--- src/rtl/uart_fifo_bridge.sv ---
// CPU <-> UART byte bridge: independent first-word-fall-through TX and RX FIFOs.
// Latency: a pushed byte reaches the FIFO head one cycle after its push edge.
// Backpressure: ready = FIFO not full. A full TX FIFO refuses writes. A full RX FIFO drops the byte and sets sticky rx_overflow.
// Optional occupancy and drop-count outputs exist only when UART_FIFO_STATUS_EN is defined.

module uart_fifo_bridge_fifo #(
    parameter int DEPTH = 8,
    parameter int WIDTH = 8
) (
    input  logic                     clk,
    input  logic                     reset,
    input  logic                     push_vld,
    input  logic [WIDTH-1:0]         push_dat,
    output logic                     push_rdy,
    output logic                     pop_vld,
    output logic [WIDTH-1:0]         pop_dat,
    input  logic                     pop_rdy
`ifdef UART_FIFO_STATUS_EN
    ,
    output logic [$clog2(DEPTH):0]   count
`endif
);
    localparam int AW = $clog2(DEPTH);

    // The pointer MSB acts as a wrap bit. It separates the full state from the empty state when the addresses are equal.
    logic [AW:0]      wr_ptr;
    logic [AW:0]      rd_ptr;
    logic [WIDTH-1:0] mem [DEPTH];
    logic             empty;
    logic             full;
    logic             do_push;
    logic             do_pop;

    assign empty    = (wr_ptr == rd_ptr);
    assign full     = (wr_ptr[AW-1:0] == rd_ptr[AW-1:0]) && (wr_ptr[AW] != rd_ptr[AW]);
    assign push_rdy = !full;
    assign pop_vld  = !empty;
    assign do_push  = push_vld && !full;
    assign do_pop   = pop_rdy && !empty;
    assign pop_dat  = mem[rd_ptr[AW-1:0]];

`ifdef UART_FIFO_STATUS_EN
    assign count = wr_ptr - rd_ptr;
`endif

    always_ff @(posedge clk) begin
        if (reset) begin
            wr_ptr <= '0;
            rd_ptr <= '0;
        end else begin
            if (do_push) begin
                wr_ptr <= wr_ptr + 1'b1;
            end
            if (do_pop) begin
                rd_ptr <= rd_ptr + 1'b1;
            end
        end
    end

    // Storage is deliberately not reset. The reset pointers make stale entries invisible.
    always_ff @(posedge clk) begin
        if (do_push && !reset) begin
            mem[wr_ptr[AW-1:0]] <= push_dat;
        end
    end
endmodule

module uart_fifo_bridge #(
    parameter int DEPTH = 8,
    parameter int WIDTH = 8
) (
    input  logic                     CLK,
    input  logic                     reset,
    input  logic [WIDTH-1:0]         DataIn,
    input  logic                     DataInValid,
    output logic                     DataInReady,
    output logic [WIDTH-1:0]         DataOut,
    output logic                     DataOutValid,
    input  logic                     DataOutReady,
    output logic [WIDTH-1:0]         tx_data,
    output logic                     tx_valid,
    input  logic                     tx_ready,
    input  logic [WIDTH-1:0]         rx_data,
    input  logic                     rx_valid,
    output logic                     rx_ready,
    output logic                     rx_overflow
`ifdef UART_FIFO_STATUS_EN
    ,
    output logic [$clog2(DEPTH):0]   tx_count,
    output logic [$clog2(DEPTH):0]   rx_count,
    output logic [7:0]               rx_drop_cnt
`endif
);
    logic rx_drop;

    uart_fifo_bridge_fifo #(.DEPTH(DEPTH), .WIDTH(WIDTH)) tx_fifo (
        .clk      (CLK),
        .reset    (reset),
        .push_vld (DataInValid),
        .push_dat (DataIn),
        .push_rdy (DataInReady),
        .pop_vld  (tx_valid),
        .pop_dat  (tx_data),
        .pop_rdy  (tx_ready)
`ifdef UART_FIFO_STATUS_EN
        ,
        .count    (tx_count)
`endif
    );

    uart_fifo_bridge_fifo #(.DEPTH(DEPTH), .WIDTH(WIDTH)) rx_fifo (
        .clk      (CLK),
        .reset    (reset),
        .push_vld (rx_valid),
        .push_dat (rx_data),
        .push_rdy (rx_ready),
        .pop_vld  (DataOutValid),
        .pop_dat  (DataOut),
        .pop_rdy  (DataOutReady)
`ifdef UART_FIFO_STATUS_EN
        ,
        .count    (rx_count)
`endif
    );

    // The UART receiver cannot be stalled, so a byte that arrives while the RX FIFO is full is lost.
    assign rx_drop = rx_valid && !rx_ready;

    always_ff @(posedge CLK) begin
        if (reset) begin
            rx_overflow <= 1'b0;
        end else if (rx_drop) begin
            rx_overflow <= 1'b1;
        end
    end

`ifdef UART_FIFO_STATUS_EN
    always_ff @(posedge CLK) begin
        if (reset) begin
            rx_drop_cnt <= '0;
        end else if (rx_drop && (rx_drop_cnt != 8'hFF)) begin
            rx_drop_cnt <= rx_drop_cnt + 8'd1;
        end
    end
`endif
endmodule

--- config.mk ---
export PLATFORM = sky130hd
export DESIGN_NAME = uart_fifo_bridge
export DESIGN_NICKNAME = d
export VERILOG_FILES = /design/src/rtl/uart_fifo_bridge.sv
export SDC_FILE = /design/constraint.sdc
export NUM_CORES = 1
export LEC_CHECK = 0
export BUFFER_PORTS_ARGS = -buffer_cell sky130_fd_sc_hd__buf_4
export CORE_AREA = 2 2 146 148
export CTS_BUF_LIST = sky130_fd_sc_hd__clkbuf_8 sky130_fd_sc_hd__clkbuf_16
export DETAILED_ROUTE_END_ITERATION = 16
export DIE_AREA = 0 0 148 150
export PLACE_DENSITY = 0.46
export SLEW_MARGIN = 40
export SYNTH_ARGS = -nofsm -noshare
export SYNTH_HDL_FRONTEND = slang
export SYNTH_SLANG_ARGS = --single-unit
--- constraint.sdc ---
create_clock -name CLK -period 3.8 [get_ports CLK]
set_clock_uncertainty 0.15 [all_clocks]
set_input_delay 0.57 -clock CLK [delete_from_list [all_inputs] [get_ports CLK]]
set_output_delay 0.57 -clock CLK [all_outputs]
set_load 0.02 [all_outputs]
; ---- After elaboration in Yosys (flattened, before gate mapping)
; Memory sizes are Yosys's and may differ from the RTL's. A register that Yosys moved wholly into a read port is not among the register bits.
; Cells that the tools add are included.
[totals]
in_bits = 22
out_inout_bits = 21
reg_bits = 17
mem_bits_rw = 128
word_cells = 39
mem_count = 2
[classes]
n_eq_ne = 6
add_sub_neg = 4
n_mux = 8
reduce_logical = 14
[mem_list]
columns = name, depth, width, rd, rd_ports_with_merged_regs, write_ports, line
row1 = rx_fifo.mem, 8, 8, 1, 1, 1, 28  ; logic [WIDTH-1:0] mem [DEPTH];
row2 = tx_fifo.mem, 8, 8, 1, 1, 1, 28
[ops]
columns = op, count
row1 = "4-bit by 1-bit adder with 4-bit output, second input constant", 4
row2 = 3-bit two-way mux, 4
row3 = 1-bit logical AND, 9
row4 = 4-bit equality test, 2
row5 = 3-bit equality test, 2
row6 = 1-bit zero test, 5
row7 = 1-bit two-way mux, 4
row8 = 1-bit != test, 2

; ---- Logic depth before layout (Yosys ltp)
[depth]
word_depth = 7
ltp_mapped = 5
depth_no_buf = 5

; ---- By module
; From an unflattened synthesis, not the netlist that was laid out.
[hier_totals]
cells_unflattened = 358
area_unflattened_um2 = 6314.8
[by_module_without_submodules]
columns = mod, seq_area_each_um2, area_each_um2, cells_each, n_inst
row1 = uart_fifo_bridge_fifo, 2142.1, 3138.0, 177, 2
row2 = uart_fifo_bridge, 20.0, 38.8, 4, 1

; ---- Worst setup path after synthesis
; OpenSTA, ideal clock, no wires.
[synth_path]
path_kind = register to output
from = register with a tool-made name
to = output port DataOut[0]
n_path_buf = 2
path_slack_ns = 1.426
required_ns = 3.080
t_arrival_ns = 1.654
path_stages_with_launch = 5
path_cell_list = dfxtp_1 buf_2 buf_2 mux4_2 mux2_2
[synth_lines]
columns = item, line
row1 = to (decl), 77  ; output logic [WIDTH-1:0] DataOut,

; ---- Worst setup path in the final report
[layout_path]
from = register rx_fifo.wr_ptr[1]
to = output port rx_ready
[layout_via]
elab_chain_cells = 3
[layout_lines]
columns = item, line
row1 = from (decl), 26  ; logic [AW:0] wr_ptr;
row2 = from (signal assigned), 52  ; wr_ptr <= wr_ptr + 1'b1;
row3 = 3-bit equality test, 35  ; assign full = (wr_ptr[AW-1:0] == rd_ptr[AW-1:0]) && (wr_ptr[AW] != rd_ptr[AW]);
row4 = 1-bit logical AND, 35
row5 = 1-bit zero test, 36  ; assign push_rdy = !full;
row6 = to (decl), 85  ; output logic rx_ready,
; Every way passes these cells.

==> impl_metrics.csv <==
group,metric,value,unit
outcome,status,"completed",
setup_path,critPathKind,"flop to output port",
place,pre_cts_ws,1.18,ns
timing,rsz0062_at_grt,"false",
cts,clock-sinks,151,
place,dpl.hpwl,7330,um
cts,cts_tree,"done",
drt,avgRoutedWirePerCell,17.1,um
cells_and_area,drive_above_1_share,37.5,%
timing,setup_viol,0,
setup_path,r2r-end,"rx_fifo.mem[5][5]$_DFFE_PP_",
drt,drc,0,
min_path,min_from,"DataIn[0]",
flow_run,drv_cap,0,
cts,clk_pin_slew,0.07,ns
synth,synthesis.area,6090,um^2
drt,drt-total-wl,11500,um
place,io_buffers,42,
setup_path,worstRegToRegCells,4,
pwr,p_per_area,552,nW/um^2
synth,seq_area_frac_synth,70.6,%
global_route,antenna_found_initial,0,
drt,num_vias,3018,
min_path,hold_class,"input port to flop",
timing,final.setup.tns,0,ns
timing,hold_viol,0,
setup_path,end_kind,"output port",
min_path,hold_path_depth,1,
cells_and_area,n_antenna_cell,0,
min_path,holdPathEnd,"tx_fifo.mem[3][0]$_DFFE_PP_",
timing,worst_slack,0.959,ns
setup_path,cp.arrival,2.12,ns
timing,maxSlewHeadroom,47.2,%
setup_path,cp_max_fo,10,
synth,ys_ff_latch,151,
cells_and_area,final_cell_mix,"edfxtp_1, buf_4, mux4_2",
setup_path,crit_path_start_kind,"flop",
pwr,ir_worst_vdd,0.000314,V
die,die_area,22200,um^2
cts,cts_resized,0,
cells_and_area,final_common_cell,"edfxtp_1",
timing,finalMaxSlewViolations,0,
drt,drt_iter0_markers,181,
cells_and_area,num-fill-cells,1979,
die,start_util,29.5,%
global_route,grt_pass1_vias,3266,
synth,syn_nets,358,
pwr,leakage,2.39,nW
cells_and_area,area_growth_syn_to_layout,19.7,%
drt,drtPass1Iterations,4,
cells_and_area,nets,410,
setup_path,r2r_setup_slack,1.13,ns
die,die_x,148,um
global_route,grt_pass1_wl,18200,um
cts,clk_latency,0.42,ns
drt,vias_per_cell,4.49,
cts,h-tree-depth,4,
synth,synth_async_sr_flop_share,0,%
cts,post_cts_buffers,0,
setup_path,r2r_start,"rx_fifo.wr_ptr[1]$_SDFFE_PP0P_",
global_route,grt_max_degree,25,
setup_path,crit_start,"rx_fifo.wr_ptr[1]$_SDFFE_PP0P_",
timing,fmax,352,MHz
cts,cts_buffers,17,
die,num_rows,53,
synth,yosysWarnings,0,
drt,final_antenna_net_count,0,
global_route,grt_usage,11.2,%
synth,synth_cell_types,36,
cts,holdBufCountCts,0,
die,core,20700,um^2
cts,clockBufferDepth,2,
place,place_congestion,0.707,
cts,root_buffer,"clkbuf_16",
global_route,grt_overflow_total,0,
synth,netlist_instances,332,
die,dieHeight,150,um
timing,worst_slew_pin_slew,0.788,ns
setup_path,crit_required,3.08,ns
synth,synth_flop_cell,"edfxtp_1",
synth,synth-edff-count,128,
die,ios,43,
timing,layout_min_cycle_time,2.84,ns
timing,finalCritPeriodShare,74.8,%
synth,avgSynthCellArea,18.4,um^2
[Yosys cell counts, types with 3 or more instances]
master    instances  area [um^2]
edfxtp_1        128         3840
ha_1              4         50.1
a31oi_1           3         18.8
or3_1             4         25.0
mux2i_1           5         50.1
mux2_2           16          180
a21oi_1           5         25.0
clkbuf_1          4         15.0
xor2_1            9         78.8
nand4_1           5         31.3
mux4_2           32          721
nor3_1            8         40.0
buf_2             6         30.0
dfxtp_1          23          460
xnor2_1           7         61.3
nor2_1           24         90.1
nand2_1          15         56.3
buf_1             4         15.0
o41ai_2           4         65.1
inv_1             4         15.0
[metal layers]
metal	wire length (um)	track usage, %	vias up
met1	5380	14.7	1535
met4	166	3.57	0
met5	0	0	-
met2	5540	17.7	50
li1	-	-	1417
met3	413	3.54	16
[how the worst max path moves through the flow]
stage | endpoint | cells past startpoint | slack (ns)
floorplan | DataOut[0] | 4 | 1.43
global placement | rx_fifo.mem[6][3]$_DFFE_PP_ | 4 | 1.18
detailed placement | rx_fifo.mem[5][3]$_DFFE_PP_ | 4 | 1.18
CTS | tx_data[4] | 3 | 0.84
global route | DataOutValid | 4 | 0.78
finish | rx_ready | 4 | 0.96
[flip-flops by register name, indices dropped and copies added, names as in the netlist, named ones only]
signal          count
tx_fifo.mem        64
rx_overflow         1
rx_fifo.rd_ptr      4
rx_fifo.wr_ptr      4
tx_fifo.wr_ptr      4
tx_fifo.rd_ptr      4
rx_fifo.mem        64
[final cells by class]
cell class	instances	area (um^2)	area share, %
multi-input combinational	160	1710	23.4
sequential	151	4310	59.0
clock buffer	17	425	5.83
tap	275	344	4.72
clock inverter	15	120	1.65
timing repair buffer	50	375	5.14
inverter	4	15.0	0.206
[kinds of logic (layout without fill, tap and decap cells)]
| kind of cell | after synthesis | count (layout) | synth area share, % |
|---|---|---|---|
| simple gates | 67 | 67 | 5.67 |
| buf+inv | 21 | 86 | 1.62 |
| mux | 53 | 53 | 15.6 |
| flops | 151 | 151 | 70.6 |
| fa+ha+maj | 4 | 4 | 0.821 |
| compound gates | 17 | 17 | 2.38 |
| xor+xnor | 19 | 19 | 3.28 |
[through the flow]
stage | hold slack, ns | utilization (%) | power (mW) | instances | area (um^2)
2_1_floorplan | 0.330 | - | 2.33 | 332 | 6090
3_3_place_gp | 0.310 | 32.5 | 2.52 | 640 | 6730
3_5_place_dp | 0.319 | 32.6 | 2.53 | 640 | 6740
4_1_cts | 0.209 | 35.2 | 4.09 | 672 | 7290
5_1_grt | 0.208 | 35.3 | 4.20 | 672 | 7300
6_report | 0.228 | 35.3 | 4.03 | 672 | 7300
[where the power goes]
group	total (mW)	switching (mW)	internal (mW)
registers	1.89	0.0537	1.84
logic	0.587	0.290	0.297
clock network	1.55	0.698	0.850
total	4.03	1.04	2.99
[worst max-delay path, stage by stage (launching register included)]
cell	delay [ns]
dfxtp_1	0.69
xor2_4	0.17
nor4_2	0.57
inv_1	0.09
buf_4	0.18
Note: power is estimated with default switching activity, not from simulation.
